--- src/rtl/spi_ram_target_if.sv ---
// spi_ram_target_if: SPI pin bundle between the initiator and the serial RAM target
interface spi_ram_target_if;
    logic spi_clk;
    logic spi_select;
    logic spi_mosi;
    logic spi_miso;
    modport master (output spi_clk, spi_select, spi_mosi, input spi_miso);
    modport slave (input spi_clk, spi_select, spi_mosi, output spi_miso);
endinterface

--- src/rtl/spi_ram_target.sv ---
// spi_ram_target: oversampled SPI serial-SRAM responder (READ 0x03 / WRITE 0x02) over a byte memory
module spi_ram_target #(
    parameter int MEM_ADDR_BITS = 8,
    parameter int ADDR_BITS = 16
) (
    input  logic clk,
    input  logic rst,
    spi_ram_target_if.slave spi,
    output logic active,
    output logic bad_cmd,
    input  logic [MEM_ADDR_BITS-1:0] dbg_addr,
    output logic [7:0] dbg_data
);
    localparam int SW = ADDR_BITS > 8 ? ADDR_BITS : 8;
    localparam int CW = $clog2(SW);
    typedef enum logic [2:0] {IDLE, CMD, ADDR, READ, WRITE, IGNORE} state_t;
    state_t state, state_n;
    logic [2:0] sync1, sync2;
    logic [1:0] hist;
    logic [1:0] settle;
    logic armed;
    logic [CW-1:0] cnt, cnt_n;
    logic [SW-1:0] sh, sh_n, nxt;
    logic [MEM_ADDR_BITS-1:0] addr, addr_n, addr_in, addr_inc;
    logic op_rd, op_rd_n, miso, miso_n, bad_n, mem_we;
    logic sclk_rise, sclk_fall, sel_rise, sel_fall;
    logic [7:0] mem [2**MEM_ADDR_BITS];
    assign sclk_rise = !hist[1] && sync2[2];
    assign sclk_fall = hist[1] && !sync2[2];
    assign sel_rise = !hist[0] && sync2[1];
    assign sel_fall = hist[0] && !sync2[1];
    assign nxt = SW'({sh, sync2[0]});
    assign addr_in = MEM_ADDR_BITS'(nxt);
    assign addr_inc = addr + MEM_ADDR_BITS'(1);
    assign dbg_data = mem[dbg_addr];
    assign spi.spi_miso = miso;
    // armed stays low after reset until select has really been sampled high
    always_ff @(posedge clk or posedge rst) begin
        if (rst) begin
            sync1 <= 3'b010;
            sync2 <= 3'b010;
            hist <= 2'b01;
            settle <= '0;
            armed <= 1'b0;
            active <= 1'b0;
            state <= IDLE;
            cnt <= '0;
            sh <= '0;
            addr <= '0;
            op_rd <= 1'b0;
            miso <= 1'b0;
            bad_cmd <= 1'b0;
        end else begin
            sync1 <= {spi.spi_clk, spi.spi_select, spi.spi_mosi};
            sync2 <= sync1;
            hist <= sync2[2:1];
            settle <= settle + {1'b0, ~settle[1]};
            armed <= armed | (settle[1] & sync2[1]);
            active <= !sync2[1];
            state <= state_n;
            cnt <= cnt_n;
            sh <= sh_n;
            addr <= addr_n;
            op_rd <= op_rd_n;
            miso <= miso_n;
            bad_cmd <= bad_n;
        end
    end
    always_ff @(posedge clk) begin
        if (mem_we) mem[addr] <= nxt[7:0];
    end
    always_comb begin
        state_n = state;
        cnt_n = cnt;
        sh_n = sh;
        addr_n = addr;
        op_rd_n = op_rd;
        miso_n = miso;
        bad_n = 1'b0;
        mem_we = 1'b0;
        if (sel_rise) begin
            state_n = IDLE;
            miso_n = 1'b0;
        end else begin
            case (state)
                IDLE: if (sel_fall && armed) begin
                    state_n = CMD;
                    cnt_n = '0;
                end
                CMD: if (sclk_rise) begin
                    sh_n = nxt;
                    cnt_n = cnt + CW'(1);
                    if (cnt == CW'(7)) begin
                        cnt_n = '0;
                        op_rd_n = nxt[7:0] == 8'h03;
                        bad_n = (nxt[7:0] != 8'h03) && (nxt[7:0] != 8'h02);
                        state_n = bad_n ? IGNORE : ADDR;
                    end
                end
                ADDR: if (sclk_rise) begin
                    sh_n = nxt;
                    cnt_n = cnt + CW'(1);
                    if (cnt == CW'(ADDR_BITS - 1)) begin
                        cnt_n = '0;
                        addr_n = addr_in;
                        state_n = op_rd ? READ : WRITE;
                        sh_n = op_rd ? SW'(mem[addr_in]) : nxt;
                    end
                end
                // the fall that shifts out bit 0 also prefetches the following byte
                READ: if (sclk_fall) begin
                    miso_n = sh[7];
                    sh_n = sh << 1;
                    cnt_n = cnt + CW'(1);
                    if (cnt == CW'(7)) begin
                        cnt_n = '0;
                        addr_n = addr_inc;
                        sh_n = SW'(mem[addr_inc]);
                    end
                end
                WRITE: if (sclk_rise) begin
                    sh_n = nxt;
                    cnt_n = cnt + CW'(1);
                    if (cnt == CW'(7)) begin
                        cnt_n = '0;
                        mem_we = 1'b1;
                        addr_n = addr_inc;
                    end
                end
                default: ;
            endcase
        end
    end
endmodule
--- src/flat_wrapper.sv ---
// flat-port wrapper written by rule: the top's interface ports become plain ports
module spi_ram_target_flat 
#(
    parameter int MEM_ADDR_BITS = 8,
    parameter int ADDR_BITS = 16
)
  (clk, rst, active, bad_cmd, dbg_addr, dbg_data, spi_spi_clk, spi_spi_select, spi_spi_mosi, spi_spi_miso);
  spi_ram_target_if spi_i ();
  input  logic clk;
  input  logic rst;
  output logic active;
  output logic bad_cmd;
  input  logic [MEM_ADDR_BITS-1:0] dbg_addr;
  output logic [7:0] dbg_data;
  input wire logic [$bits(spi_i.spi_clk)-1:0] spi_spi_clk;
  input wire logic [$bits(spi_i.spi_select)-1:0] spi_spi_select;
  input wire logic [$bits(spi_i.spi_mosi)-1:0] spi_spi_mosi;
  output wire logic [$bits(spi_i.spi_miso)-1:0] spi_spi_miso;
  assign spi_i.spi_clk = spi_spi_clk;
  assign spi_i.spi_select = spi_spi_select;
  assign spi_i.spi_mosi = spi_spi_mosi;
  assign spi_spi_miso = spi_i.spi_miso;
  spi_ram_target #(.MEM_ADDR_BITS(MEM_ADDR_BITS), .ADDR_BITS(ADDR_BITS)) u_core (.clk(clk), .rst(rst), .spi(spi_i), .active(active), .bad_cmd(bad_cmd), .dbg_addr(dbg_addr), .dbg_data(dbg_data));
endmodule
--- config.mk ---
export PLATFORM = sky130hd
export DESIGN_NAME = spi_ram_target_flat
export DESIGN_NICKNAME = d
export VERILOG_FILES = /design/src/rtl/spi_ram_target_if.sv /design/src/rtl/spi_ram_target.sv /design/src/flat_wrapper.sv
export SDC_FILE = /design/constraint.sdc
export NUM_CORES = 2
export LEC_CHECK = 0
export CAP_MARGIN = 5
export CORE_MARGIN = 10
export CORE_UTILIZATION = 30
export DETAILED_ROUTE_END_ITERATION = 8
export PLACE_DENSITY_LB_ADDON = 0.25
export SYNTH_ARGS = -nofsm -noshare
export SYNTH_HDL_FRONTEND = slang
export SYNTH_SLANG_ARGS = --single-unit
--- constraint.sdc ---
create_clock -name clk -period 15.5 [get_ports clk]
set_input_delay 3.1 -clock clk [delete_from_list [all_inputs] [get_ports clk]]
set_output_delay 3.1 -clock clk [all_outputs]
set_load 0.03 [all_outputs]
### After elaboration in Yosys (flattened, before gate mapping)

Memory sizes are Yosys's and may differ from the RTL's.
Index checks and enable logic that the tools add are counted.

* memories kept: 1
* flip-flop bits (word level): 38
* memory bits (writable): 2048
* output and inout port bits: 11

* reductions and logical operators: 24
* equal/unequal tests: 20
* add/subtract/negate cells: 3
* bitwise operators: 4
* mux-type cells: 42

Memory list
* u_core.mem: depth 256, bits a word 8, read ports 3, clocked after Yosys merged registers in 0, write ports 1, line spi_ram_target.sv:27 `logic [7:0] mem [2**MEM_ADDR_BITS];`

Operators with widths (number)
* $mux 8: 11
* $pmux 8 s3: 2
* $mux 3: 8
* $mux 4: 6
* $reduce_and 6->1: 3
* $ne 8x2->1 const B: 2
* $pmux 4 s4: 1
* $ne 3x1->1 const B: 5
* $mux 1: 13
* $ne 2x1->1 const B: 6
* $pmux 3 s3: 1
* $add 8x1->8 const B: 1
* $eq 8x2->1 const B: 1
* $reduce_bool 4->1: 2
* $eq 3x2->1 const B: 2
* $logic_and 1x1->1: 6
* $reduce_bool 3->1: 2
* $reduce_and 5->1: 1
* $add 4x1->4 const B: 1
* $eq 4x3->1 const B: 1
* $eq 4x4->1 const B: 1
* $logic_not 1->1: 4
* $reduce_and 4->1: 1
* $reduce_bool 2->1: 2
* 9 further kinds: 10

### Depth between registers and ports, before layout

* depth in word-level cells: 7
* gate-level depth with buffers: 20
* mapped depth without buffers: 10

### Least setup slack after synthesis

No wires, ideal clock.

* path type: input port to output port
* from: input port dbg_addr[0]
* to: output port dbg_data[0]
* setup slack: 6.607 ns
* buffers on the path: 2
* data required time: 12.400 ns
* data arrival time: 5.793 ns
* stages on the path: 6
* cell sequence: buf_2 -> buf_1 -> mux4_2 -> mux4_2 -> mux4_2 -> mux4_2

* longest elaborated chain between the ends: 1

Ends and longest elaborated chain
* start, declared: line flat_wrapper.sv:13 `input logic [MEM_ADDR_BITS-1:0] dbg_addr;`
* $mem_v2 256x8
* end, declared: line flat_wrapper.sv:14 `output logic [7:0] dbg_data;`

Every way passes these cells.

### Final worst setup path

* from: input port dbg_addr[0]
* to: output port dbg_data[1]

The elaborated chain is that of the path after synthesis.

==> qor.yml <==
hold_depth: 0
rrSetupSlack_ns: 8.88
endpoint_kind: "primary output"
multi_input_area_sq_mm: 0.0495
synth.area.top_cells: "edfxtp_1, mux4_2, mux2i_1, nand2_1, nor2_1"
pwr-share-comb_pct: 29.6
switching_share_pct: 34.2
p_clk_share_pct: 31.3
worstPathArrival_ns: 7.88
met2_length_um: 203000
synth-main-ff-cell: "edfxtp_1"
clockBufferDepth: 4
path_cells: "buf_8, buf_12, buf_4, mux4_2, mux4_2, mux4_2, mux4_2, clkdlybuf4s50_1"
slew_violations: 0
yosys.area.top_type_share_pct: 53.8
clockRootBuffer: "clkbuf_16"
drtPass1Iterations: 6
area_delta_synth_final_pct: 12.5
utilization_pct: 33.9
ff2ff_path_depth: 13
seq_area_sq_mm: 0.0625
relSlewSlack_pct: 0.0182
critPathMaxStageDelay_ns: 0.66
netlist_instances: 5901
cts_made_buffers: 238
die_area_sq_mm: 0.406
setup_viol: 0
fin_setup_tns_ns: 0
hpwl_um: 290000
clock_skew_ns: 0.0550
yosysWarnings: 0
wl_met3_um: 53400
postRouteWirelength_um: 456000
max_freq_ghz: 0.0911
synth_commonest_cells: "edfxtp_1, mux4_2, nand2_1, nor2_1, clkbuf_1"
drt_iter0_markers: 11800
grt_pass1_vias: 69500
drcViolationCount: 0
vias: 71700
die_y_um: 637
ant_nets: 0
finalCritPeriodShare_pct: 70.8
route.layer.met1.wl_um: 173000
clk_latency_ns: 0.96
crit_buf_inv: 4
avgSynthCellArea_sq_um: 19.4
pin_count: 24
post_cts.repair.setup_buffers: 0
cp_common_cell: "mux4_2"
path_class: "input pin to primary output"
cts-resized-gates: 0
path_clk_slew_ns: 0.06
hold_path_class: "register to register"
cts.sinks: 2086
start_kind: "input pin"
p_sw_mw: 6.18
cp_top_family: "multiplexers"
yosysSeqAreaShare_pct: 54.6
cts_tree: "done"
cp_max_fo: 60
slowest_stage: "clkdlybuf4s50_1"
reg2reg_from: "u_core.addr[0]"
viasPerCell: 6.42
portBuffers: 23
power_density_mw_per_mm2: 140
drive_gt1_share_pct: 42.6
fin_crit_ns: 10.98
status: "finished, violations left"
grt_pass1_wl_um: 618000
synth-async-reset-ratio_pct: 1.82
start_util_pct: 30.2
synth.most_common_cell: "edfxtp_1"
maxCapViolCount: 2
internal_power_mw: 11.9
highest_layer: "met5"
grt_usage_pct: 21.7
p_total_mw: 18.0
hold_viol_final: 0
p_leak_nw: 37.9
fp.dieW_um: 637
antenna_found_initial: 41
peakVddDrop_uv: 117
synthesis.nets: 5920
std_cell_rows: 226
r2r-end: "u_core.sh[6]"
hold_buffers: 0
grt_overflow_total: 0
synth_edf_count: 2048
worst_slew_pin_slew_ns: 1.49
yosys.cell_types.count: 74
design.core.area_sq_mm: 0.379
seqPwrFrac_pct: 39.1
synth_top_cell_by_area: "edfxtp_1"
violations: "max-capacitance violations"
fillerInstances: 35400
syn_area_sq_mm: 0.114
htree_levels: 4
synth_seq_cells: 2086
rsz0062_at_grt: "no"
hp-start: "u_core.sync1[0]"
whs_endpoint: "u_core.sync2[0]"
nets: 5909
grt_max_degree: 151
wl_per_cell_um: 40.9
gp_congestion: 0.942
required_ns: 12.40
## metrics by stage
stage,hold slack (ns),area (sq um),worst slack (ns),std cells
global route,0.367,129000,4.36,11100
detailed placement,0.337,121000,4.49,10700
global placement,0.345,121000,4.47,10700
finish,0.357,129000,4.52,11200
CTS,0.362,129000,4.48,11100
floorplan,0.331,114000,6.61,5901
## placed cells by master, fill, tap and decap left out, drive strengths merged, types with 35 or more instances in the layout
cell type	netlist	routed
clkinv	1	106
nand2	370	370
nand3	88	88
nor2	331	331
mux2i	144	144
diode	0	58
mux4	1821	1821
edfxtp	2048	2048
a21oi	59	59
buf	324	279
clkbuf	224	292
o21ai	55	55
a22oi	36	36
dfrtp	35	35
## state kept, by name, indices dropped and copies added (netlist names), 2 cells and up
signal         cells
u_core.sync2       3
u_core.hist        2
u_core.sh          8
u_core.sync1       3
u_core.settle      2
u_core.state       3
u_core.addr        8
u_core.cnt         4
u_core.mem      2048
## layer usage
layer  track usage [%]  vias to the layer above
li1                  -                    26100
met1              28.9                    39200
met2              32.4                     5341
met3              6.35                      973
met4              10.5                       18
met5                 0                        -
## kinds of logic (layout without fill, tap and decap cells)
family                     after synthesis  in the layout  share of synthesized area, %
AOI/OAI and AO/OA                      340            340                          2.05
adders and majority gates                6              6                        0.0656
other                                    0             58                             0
muxes                                 1970           1970                          37.2
xor gates and xnor gates                15             15                         0.115
and+or+nand+nor                        916            916                          3.36
buffers and inverters                  568            752                          2.57
DFF                                   2086           2086                          54.6
## power groups by stage
stage	combinational (mW)	clock (mW)	sequential (mW)
after floorplan	2.68	0	7.50
after global placement	5.21	0	7.16
after detailed placement	5.22	0	7.16
after CTS	5.24	5.72	7.04
after global routing	5.44	5.94	7.05
final	5.34	5.65	7.05
## worst max-delay path by stage
stage / from / to / slack [ns] / cells past startpoint
2_1_floorplan: dbg_addr[0] / dbg_data[0] / 6.61 / 6
3_3_place_gp: dbg_addr[0] / dbg_data[1] / 4.47 / 8
3_5_place_dp: dbg_addr[0] / dbg_data[1] / 4.49 / 8
4_1_cts: dbg_addr[0] / dbg_data[1] / 4.48 / 8
5_1_grt: dbg_addr[0] / dbg_data[1] / 4.36 / 8
6_report: dbg_addr[0] / dbg_data[1] / 4.52 / 8
## cell type report
| cell class | count | share of cell area, % |
|---|---|---|
| Clock inverter | 144 | 1.10 |
| Clock buffer | 291 | 4.81 |
| Sequential cell | 2086 | 48.6 |
| Multi-Input combinational cell | 3247 | 38.4 |
| Tap cell | 5016 | 4.88 |
| Inverter | 20 | 0.0671 |
| Antenna cell | 58 | 0.113 |
| Timing Repair Buffer | 297 | 2.03 |
Power figures use the tool's default switching activity.
